### src/rtl/cache_pkg.sv
// Shared types and geometry helpers for the direct-mapped data cache.
package cache_pkg;

    // Controller states: idle lookup, read refill, write-through, load response.
    typedef enum logic [1:0] {
        IDLE,
        RD_MISS,
        WR_THRU,
        RESP
    } cache_state_t;

    // Line layout: one word per line, so only the byte offset sits below the index.
    localparam int OFS_W   = 2;
    localparam int VALID_W = 1;

    // Number of index bits for a given line count.
    function automatic int index_width(input int sets);
        return $clog2(sets);
    endfunction

    // Tag bits left over after index and byte offset.
    function automatic int tag_width(input int aw, input int sets);
        return aw - index_width(sets) - OFS_W;
    endfunction

endpackage

### src/rtl/dcache_ctrl_if.sv
// Cache-to-main-memory request/acknowledge bus.
interface dcache_ctrl_if #(
    parameter int WD = 32,
    parameter int AW = 32
);
    logic          mem_req;
    logic          mem_we;
    logic [AW-1:0] mem_addr;
    logic [WD-1:0] mem_wdata;
    logic          mem_ack;
    logic [WD-1:0] mem_rdata_in;

    modport master (
        output mem_req, mem_we, mem_addr, mem_wdata,
        input  mem_ack, mem_rdata_in
    );

    modport slave (
        input  mem_req, mem_we, mem_addr, mem_wdata,
        output mem_ack, mem_rdata_in
    );
endinterface

### src/rtl/dcache_array.sv
// Valid/tag/data storage: one synchronous write port, one asynchronous read port.
module dcache_array
    import cache_pkg::*;
#(
    parameter int WD   = 32,
    parameter int AW   = 32,
    parameter int SETS = 64,
    localparam int IW  = index_width(SETS),
    localparam int TW  = tag_width(AW, SETS)
) (
    input  logic          clk,
    input  logic          rst,
    input  logic [IW-1:0] rd_idx,
    output logic          rd_valid,
    output logic [TW-1:0] rd_tag,
    output logic [WD-1:0] rd_data,
    input  logic          we,
    input  logic [IW-1:0] wr_idx,
    input  logic [TW-1:0] wr_tag,
    input  logic [WD-1:0] wr_data
);

    logic [SETS-1:0] valid_q;
    logic [TW-1:0]   tag_q  [SETS];
    logic [WD-1:0]   data_q [SETS];

    // Valid bits: cleared on reset, set whenever a line is written.
    // NOTE: sequential state uses non-blocking (<=) so every flop samples pre-edge values.
    always_ff @(posedge clk) begin
        if (rst) begin
            valid_q <= '0;
        end else if (we) begin
            valid_q[wr_idx] <= 1'b1;
        end
    end

    // Tag and data payload written alongside the valid bit.
    // NOTE: payload arrays have no reset; the cleared valid bits make their contents irrelevant.
    always_ff @(posedge clk) begin
        if (we) begin
            tag_q[wr_idx]  <= wr_tag;
            data_q[wr_idx] <= wr_data;
        end
    end

    assign rd_valid = valid_q[rd_idx];
    assign rd_tag   = tag_q[rd_idx];
    assign rd_data  = data_q[rd_idx];

endmodule

### src/rtl/dcache_ctrl.sv
// Direct-mapped, write-through, one-word-line data cache controller.
// Optional: define DCACHE_STATS_EN to add saturating hit/miss counters.
module dcache_ctrl
    import cache_pkg::*;
#(
    parameter int WD   = 32,
    parameter int AW   = 32,
    parameter int SETS = 64
) (
    input  logic          clk,
    input  logic          rst,
    input  logic [AW-1:0] addr,
    input  logic          rd_en,
    input  logic          wr_en,
    input  logic [WD-1:0] wr_data,
    output logic          hit,
    output logic [WD-1:0] cache_rdata,
    output logic [WD-1:0] mem_rdata,
    output logic          stall,
    dcache_ctrl_if.master mem
`ifdef DCACHE_STATS_EN
    ,
    output logic [31:0]   hit_cnt,
    output logic [31:0]   miss_cnt
`endif
);

    localparam int IW = index_width(SETS);
    localparam int TW = tag_width(AW, SETS);

    cache_state_t  state, next_state;
    logic [IW-1:0] index;
    logic [TW-1:0] tag;
    logic          line_valid;
    logic [TW-1:0] line_tag;
    logic          tag_hit;
    logic          arr_we;
    logic [WD-1:0] arr_wdata;
    logic          unused_ofs;

    assign index      = addr[IW+1:2];
    assign tag        = addr[AW-1:IW+2];
    assign unused_ofs = ^addr[1:0];

    dcache_array #(.WD(WD), .AW(AW), .SETS(SETS)) u_array (
        .clk      (clk),
        .rst      (rst),
        .rd_idx   (index),
        .rd_valid (line_valid),
        .rd_tag   (line_tag),
        .rd_data  (cache_rdata),
        .we       (arr_we),
        .wr_idx   (index),
        .wr_tag   (tag),
        .wr_data  (arr_wdata)
    );

    assign tag_hit = line_valid && (line_tag == tag);
    assign hit     = tag_hit && rd_en && (state == IDLE);

    // Request fields follow the stalled address/data, so they stay stable until ack.
    assign mem.mem_addr  = {addr[AW-1:2], 2'b00};
    assign mem.mem_wdata = wr_data;
    assign arr_wdata     = (state == RD_MISS) ? mem.mem_rdata_in : wr_data;

    // State register.
    always_ff @(posedge clk) begin
        if (rst) state <= IDLE;
        else     state <= next_state;
    end

    // Next-state, stall, memory handshake and array write enable.
    always_comb begin
        // NOTE: every output gets a default first so no path leaves one unassigned (no latch).
        next_state  = state;
        stall       = 1'b0;
        mem.mem_req = 1'b0;
        mem.mem_we  = 1'b0;
        arr_we      = 1'b0;
        unique case (state)
            IDLE: begin
                if (rd_en && !tag_hit) begin
                    stall      = 1'b1;
                    next_state = RD_MISS;
                end else if (wr_en) begin
                    stall      = 1'b1;
                    next_state = WR_THRU;
                end
            end
            RD_MISS: begin
                stall       = 1'b1;
                mem.mem_req = 1'b1;
                if (mem.mem_ack) begin
                    arr_we     = 1'b1;
                    next_state = RESP;
                end
            end
            WR_THRU: begin
                stall       = !mem.mem_ack;
                mem.mem_req = 1'b1;
                mem.mem_we  = 1'b1;
                if (mem.mem_ack) begin
                    arr_we     = tag_hit;
                    next_state = IDLE;
                end
            end
            RESP: begin
                next_state = IDLE;
            end
            default: next_state = IDLE;
        endcase
    end

    // Capture the refill word for the select stage's RESP cycle.
    always_ff @(posedge clk) begin
        if (rst)                              mem_rdata <= '0;
        else if (state == RD_MISS && mem.mem_ack) mem_rdata <= mem.mem_rdata_in;
    end

`ifdef DCACHE_STATS_EN
    // Saturating counters of idle read hits and of read misses entering refill.
    always_ff @(posedge clk) begin
        if (rst) begin
            hit_cnt  <= '0;
            miss_cnt <= '0;
        end else begin
            if (hit && hit_cnt != 32'hFFFF_FFFF)
                hit_cnt <= hit_cnt + 32'd1;
            if (state == IDLE && next_state == RD_MISS && miss_cnt != 32'hFFFF_FFFF)
                miss_cnt <= miss_cnt + 32'd1;
        end
    end
`endif

endmodule

### src/flat_wrapper.sv
// flat-port wrapper written by rule: the top's interface ports become plain ports
module dcache_ctrl_flat import cache_pkg::*;
#(
    parameter int WD   = 32,
    parameter int AW   = 32,
    parameter int SETS = 64
)
  (clk, rst, addr, rd_en, wr_en, wr_data, hit, cache_rdata, mem_rdata, stall, mem_mem_req, mem_mem_we, mem_mem_addr, mem_mem_wdata, mem_mem_ack, mem_mem_rdata_in);
  dcache_ctrl_if #(.WD(WD), .AW(AW)) mem_i ();
  input  logic clk;
  input  logic rst;
  input  logic [AW-1:0] addr;
  input  logic rd_en;
  input  logic wr_en;
  input  logic [WD-1:0] wr_data;
  output logic hit;
  output logic [WD-1:0] cache_rdata;
  output logic [WD-1:0] mem_rdata;
  output logic stall;
  output wire logic [$bits(mem_i.mem_req)-1:0] mem_mem_req;
  output wire logic [$bits(mem_i.mem_we)-1:0] mem_mem_we;
  output wire logic [$bits(mem_i.mem_addr)-1:0] mem_mem_addr;
  output wire logic [$bits(mem_i.mem_wdata)-1:0] mem_mem_wdata;
  input wire logic [$bits(mem_i.mem_ack)-1:0] mem_mem_ack;
  input wire logic [$bits(mem_i.mem_rdata_in)-1:0] mem_mem_rdata_in;
  assign mem_mem_req = mem_i.mem_req;
  assign mem_mem_we = mem_i.mem_we;
  assign mem_mem_addr = mem_i.mem_addr;
  assign mem_mem_wdata = mem_i.mem_wdata;
  assign mem_i.mem_ack = mem_mem_ack;
  assign mem_i.mem_rdata_in = mem_mem_rdata_in;
  dcache_ctrl #(.WD(WD), .AW(AW), .SETS(SETS)) u_core (.clk(clk), .rst(rst), .addr(addr), .rd_en(rd_en), .wr_en(wr_en), .wr_data(wr_data), .hit(hit), .cache_rdata(cache_rdata), .mem_rdata(mem_rdata), .stall(stall), .mem(mem_i));
endmodule
### config.mk
export PLATFORM = sky130hd
export DESIGN_NAME = dcache_ctrl_flat
export DESIGN_NICKNAME = d
export VERILOG_FILES = /design/src/rtl/cache_pkg.sv /design/src/rtl/dcache_ctrl_if.sv /design/src/rtl/dcache_array.sv /design/src/rtl/dcache_ctrl.sv /design/src/flat_wrapper.sv
export SDC_FILE = /design/constraint.sdc
export NUM_CORES = 2
export LEC_CHECK = 0
export BUFFER_PORTS_ARGS = -buffer_cell sky130_fd_sc_hd__buf_2
export CORE_ASPECT_RATIO = 1.2
export CORE_MARGIN = 3
export CORE_UTILIZATION = 40
export CTS_CLUSTER_DIAMETER = 120
export CTS_CLUSTER_SIZE = 10
export DETAILED_ROUTE_END_ITERATION = 6
export HOLD_SLACK_MARGIN = 0.05
export PLACE_DENSITY = 0.65
export REMOVE_ABC_BUFFERS = 1
export SYNTH_ARGS = -nofsm -noshare
export SYNTH_HDL_FRONTEND = slang
export SYNTH_SLANG_ARGS = --single-unit
### constraint.sdc
create_clock -name clk -period 15.9 [get_ports clk]
set_input_delay 1.59 -clock clk [delete_from_list [all_inputs] [get_ports clk]]
set_output_delay 1.59 -clock clk [all_outputs]
set_load 0.1 [all_outputs]
==> flow_summary.toml <==
[die]
die_x_um = 547
count_of_pins_on_the_block_boundary = 233
cell_rows = 237
die_area_um2 = 358000
start_util_pct = 40.3
coreArea_um2 = 348000
die_h_um = 655

[final_layout]
fill_cells = 29145
drive_above_1_share_pct = 17.6
commonest_non_fill_non_tap_cell_in_the_layout = "edfxtp_1"
instances_no_fill = 12933
fin_nets = 8183
final_cell_mix = "3584 x edfxtp_1, 498 x mux2i_1, 413 x clkbuf_16"
area.growth.synth_to_final_pct = 13.6
final_non_filler_cell_area_um2 = 159000

[placed_design]
placed_cells_incl_taps = 12325
post-place-ws_ns = 5.85
hpwlAfterDp_mm = 259
port_buffers = 228
postPlaceCellArea_um2 = 148000
routabilityCongestion = 0.865

[setup_path]
crit_path_end_kind = "output pin"
reg_to_reg_end = "u_core.u_array.tag_q[1][2]"
crit-reg2reg-launch = "u_core.u_array.tag_q[39][3]"
rrSetupSlack_ns = 8.90
criticalPathCategory = "in2out"
cp-start-kind = "input port"
cp.arrival_ns = 8.42
worst-endpoint-required_ns = 14.31
ff2ff_path_depth = 13
critPathMaxFanout = 109

[timing]
fin_hold_viols = 0
rsz_0062_raised_after_global_routing = "no"
tightest_pin_transition_ns = 1.47
layout_worst_path_cycle_share_pct = 62.9
fin_crit_ns = 10.01
clock_skew_after_layout_ns = 0.0687
final-setup-viol-count = 0
finalWorstSetupSlack_ns = 5.89
totalNegativeSetupSlack_ns = 0
max_slew_margin_pct = 2.03
fmax_mhz = 99.9
slew_viol_final = 0

[routing]
drt-vias-per-instance = 6.60
finalWirelength_mm = 496
final_antenna_net_count = 0
detailedRoute.firstPassIterationCount = 7
post_drt_wl_per_cell_um = 38.3
drt_drc_violations_left = 1
drt-initial-drc-count = 14966
via_count = 85385

[clock_network]
clk_path_buf_depth = 4
cts.clk_slew.worst_paths_ns = 0.06
post-cts-setup-buffer-count = 0
cts-hold-fix-buffers = 0
cts.sinks = 3682
cts-root-buf = "clkbuf_16"
post_cts_resized = 0
cts_buffers = 411
clock_insertion_delay_at_the_later_pin_of_the_skew_report_ns = 0.94
tritoncts = "yes"
cts_htree_levels = 5

[hold_path]
hold_path_stages = 2
timing.hold.worst.class = "reg2reg"
worst_hold_path.endpoint = "u_core.mem_rdata[17]"
holdCritStartpoint = "u_core.mem_rdata[17]"

[pwr]
switching_power_w = 0.00519
power-per-cell-area_nw_per_um2 = 134
int_pwr_w = 0.0162
share_clk_of_total_power_pct = 39.3
cellLeakagePower_nw = 50.1
share_seq_of_total_power_pct = 52.1
share_comb_of_total_power_pct = 8.7
power.switching_fraction_pct = 24.3
p_total_w = 0.0214
vdd_ir_drop_max_uv = 127

[global_routing]
maximum_number_of_pins_on_one_net_before_global_route_repair = 110
aggregate_global_route_resource_usage_pct = 26.8
grt_antenna_before_repair = 27
gr-total-overflow = 0
grt_pass1_wl_mm = 668
first_global_vias = 81775

[synthesis]
synth-warning-count = 0
synthFlopType = "edfxtp_1"
post_synthesis_instance_area_um2 = 140000
synthesis.area_per_instance_um2 = 18.2
synth.yosys.seq_area_share_pct = 78.1
synth.distinct_cells = 83
syn-instance-count = 7706
synth_enable_flop_cells = 3584
yosys_register_bits = 3682
async_reset_ff_share_pct = 0

[outcome]
violated_checks = "DRC"
run_status = "finished, violations left"

[run]
max_cap_violations = 0
## per-stage QoR
stage / util, % / hold WS (ns)
finish: 45.8 / 0.450
global route: 45.8 / 0.464
CTS: 45.8 / 0.453
detailed placement: 42.5 / 0.444
global placement: 42.5 / 0.445
floorplan: - / 0.445
## area by class of cell
cell class                 instances  area [um^2]  area share, %
timing repair buffer             548         3740           2.34
tap                             4660         5830           3.66
clock buffer                     558        10900           6.82
clock inverter                    25          494          0.310
antenna                           25         62.6         0.0392
multi-input combinational       3357        28500           17.9
inverter                          78          300          0.188
sequential                      3682       110000           68.7
## cells by family (layout without fill, tap and decap cells)
family / Yosys count / count (layout) / share of synthesized area [%]
muxes: 835 / 835 / 7.96
DFF: 3682 / 3682 / 78.1
buffers and inverters: 668 / 1209 / 2.17
adders and majority gates: 4 / 4 / 0.0357
AOI/OAI and AO/OA: 1776 / 1776 / 9.08
and+or+nand+nor: 722 / 722 / 2.54
other: 1 / 27 / 0.00267
xor gates and xnor gates: 18 / 18 / 0.112
## layer usage
layer  global-route usage (%)  vias up  part of all wire, %
met3                     7.35     1650                   14
met2                     41.4     7508                   45
met1                     33.7    43764                   34
met4                     16.3       10                  7.2
met5                    0.270        -                0.030
li1                         -    32453                    -
## flip-flops by register name, summed over array words and instances (netlist names)
signal                  cells
u_core.u_array.data_q    2048
u_core.u_array.tag_q     1536
u_core.state                2
u_core.u_array.valid_q     64
u_core.mem_rdata           32
## power groups by stage
stage	registers, W	clock network, W	logic, W
finish	0.0111	0.00839	0.00185
global route	0.0111	0.00880	0.00191
CTS	0.0111	0.00842	0.00180
detailed placement	0.0113	0	0.00180
global placement	0.0113	0	0.00175
floorplan	0.0114	0	0.000833
## cells in the mapped netlist, types with 17 or more instances
cell | n | share of area, %
edfxtp_1 | 3584 | 77
mux2i_1 | 498 | 3.6
a22oi_1 | 408 | 2.2
a221oi_1 | 342 | 2.1
clkbuf_1 | 295 | 0.79
o22ai_1 | 245 | 1.1
a21oi_1 | 244 | 0.87
nand2_1 | 232 | 0.62
mux4_2 | 212 | 3.4
nor2_1 | 175 | 0.47
o21ai_0 | 147 | 0.52
mux2_2 | 125 | 1.0
a22o_1 | 116 | 0.72
buf_2 | 108 | 0.39
dfxtp_1 | 98 | 1.4
buf_4 | 96 | 0.51
buf_1 | 86 | 0.23
inv_1 | 76 | 0.20
nand4_1 | 70 | 0.31
a31oi_1 | 68 | 0.30
a211oi_1 | 51 | 0.27
nand3_1 | 51 | 0.18
nor4_1 | 36 | 0.16
nor3_1 | 31 | 0.11
o211ai_1 | 27 | 0.14
o221ai_1 | 27 | 0.17
nand2b_1 | 17 | 0.076
## worst max-delay path: stages
cell and delay (ns):
buf_8 0.31, buf_4 0.66, buf_12 0.62, buf_4 0.72, and3b_4 0.85, buf_4 0.67, buf_4 0.74, a221oi_1 0.21
nand4_1 0.15, a32oi_1 0.17, o21ai_0 0.71, buf_2 0.56
## how the worst max path moves through the flow
stage,slack [ns],end,depth (start not counted),startpoint
detailed placement,5.85,u_core.u_array.tag_q[1][21],16,addr[3]
finish,5.89,cache_rdata[29],12,addr[4]
CTS,6.05,cache_rdata[29],12,addr[4]
global placement,5.89,u_core.u_array.data_q[35][26],16,addr[4]
floorplan,-1.78,u_core.u_array.data_q[40][0],10,addr[2]
global route,5.95,cache_rdata[29],12,addr[4]
Note: power is estimated with default switching activity, not from simulation.
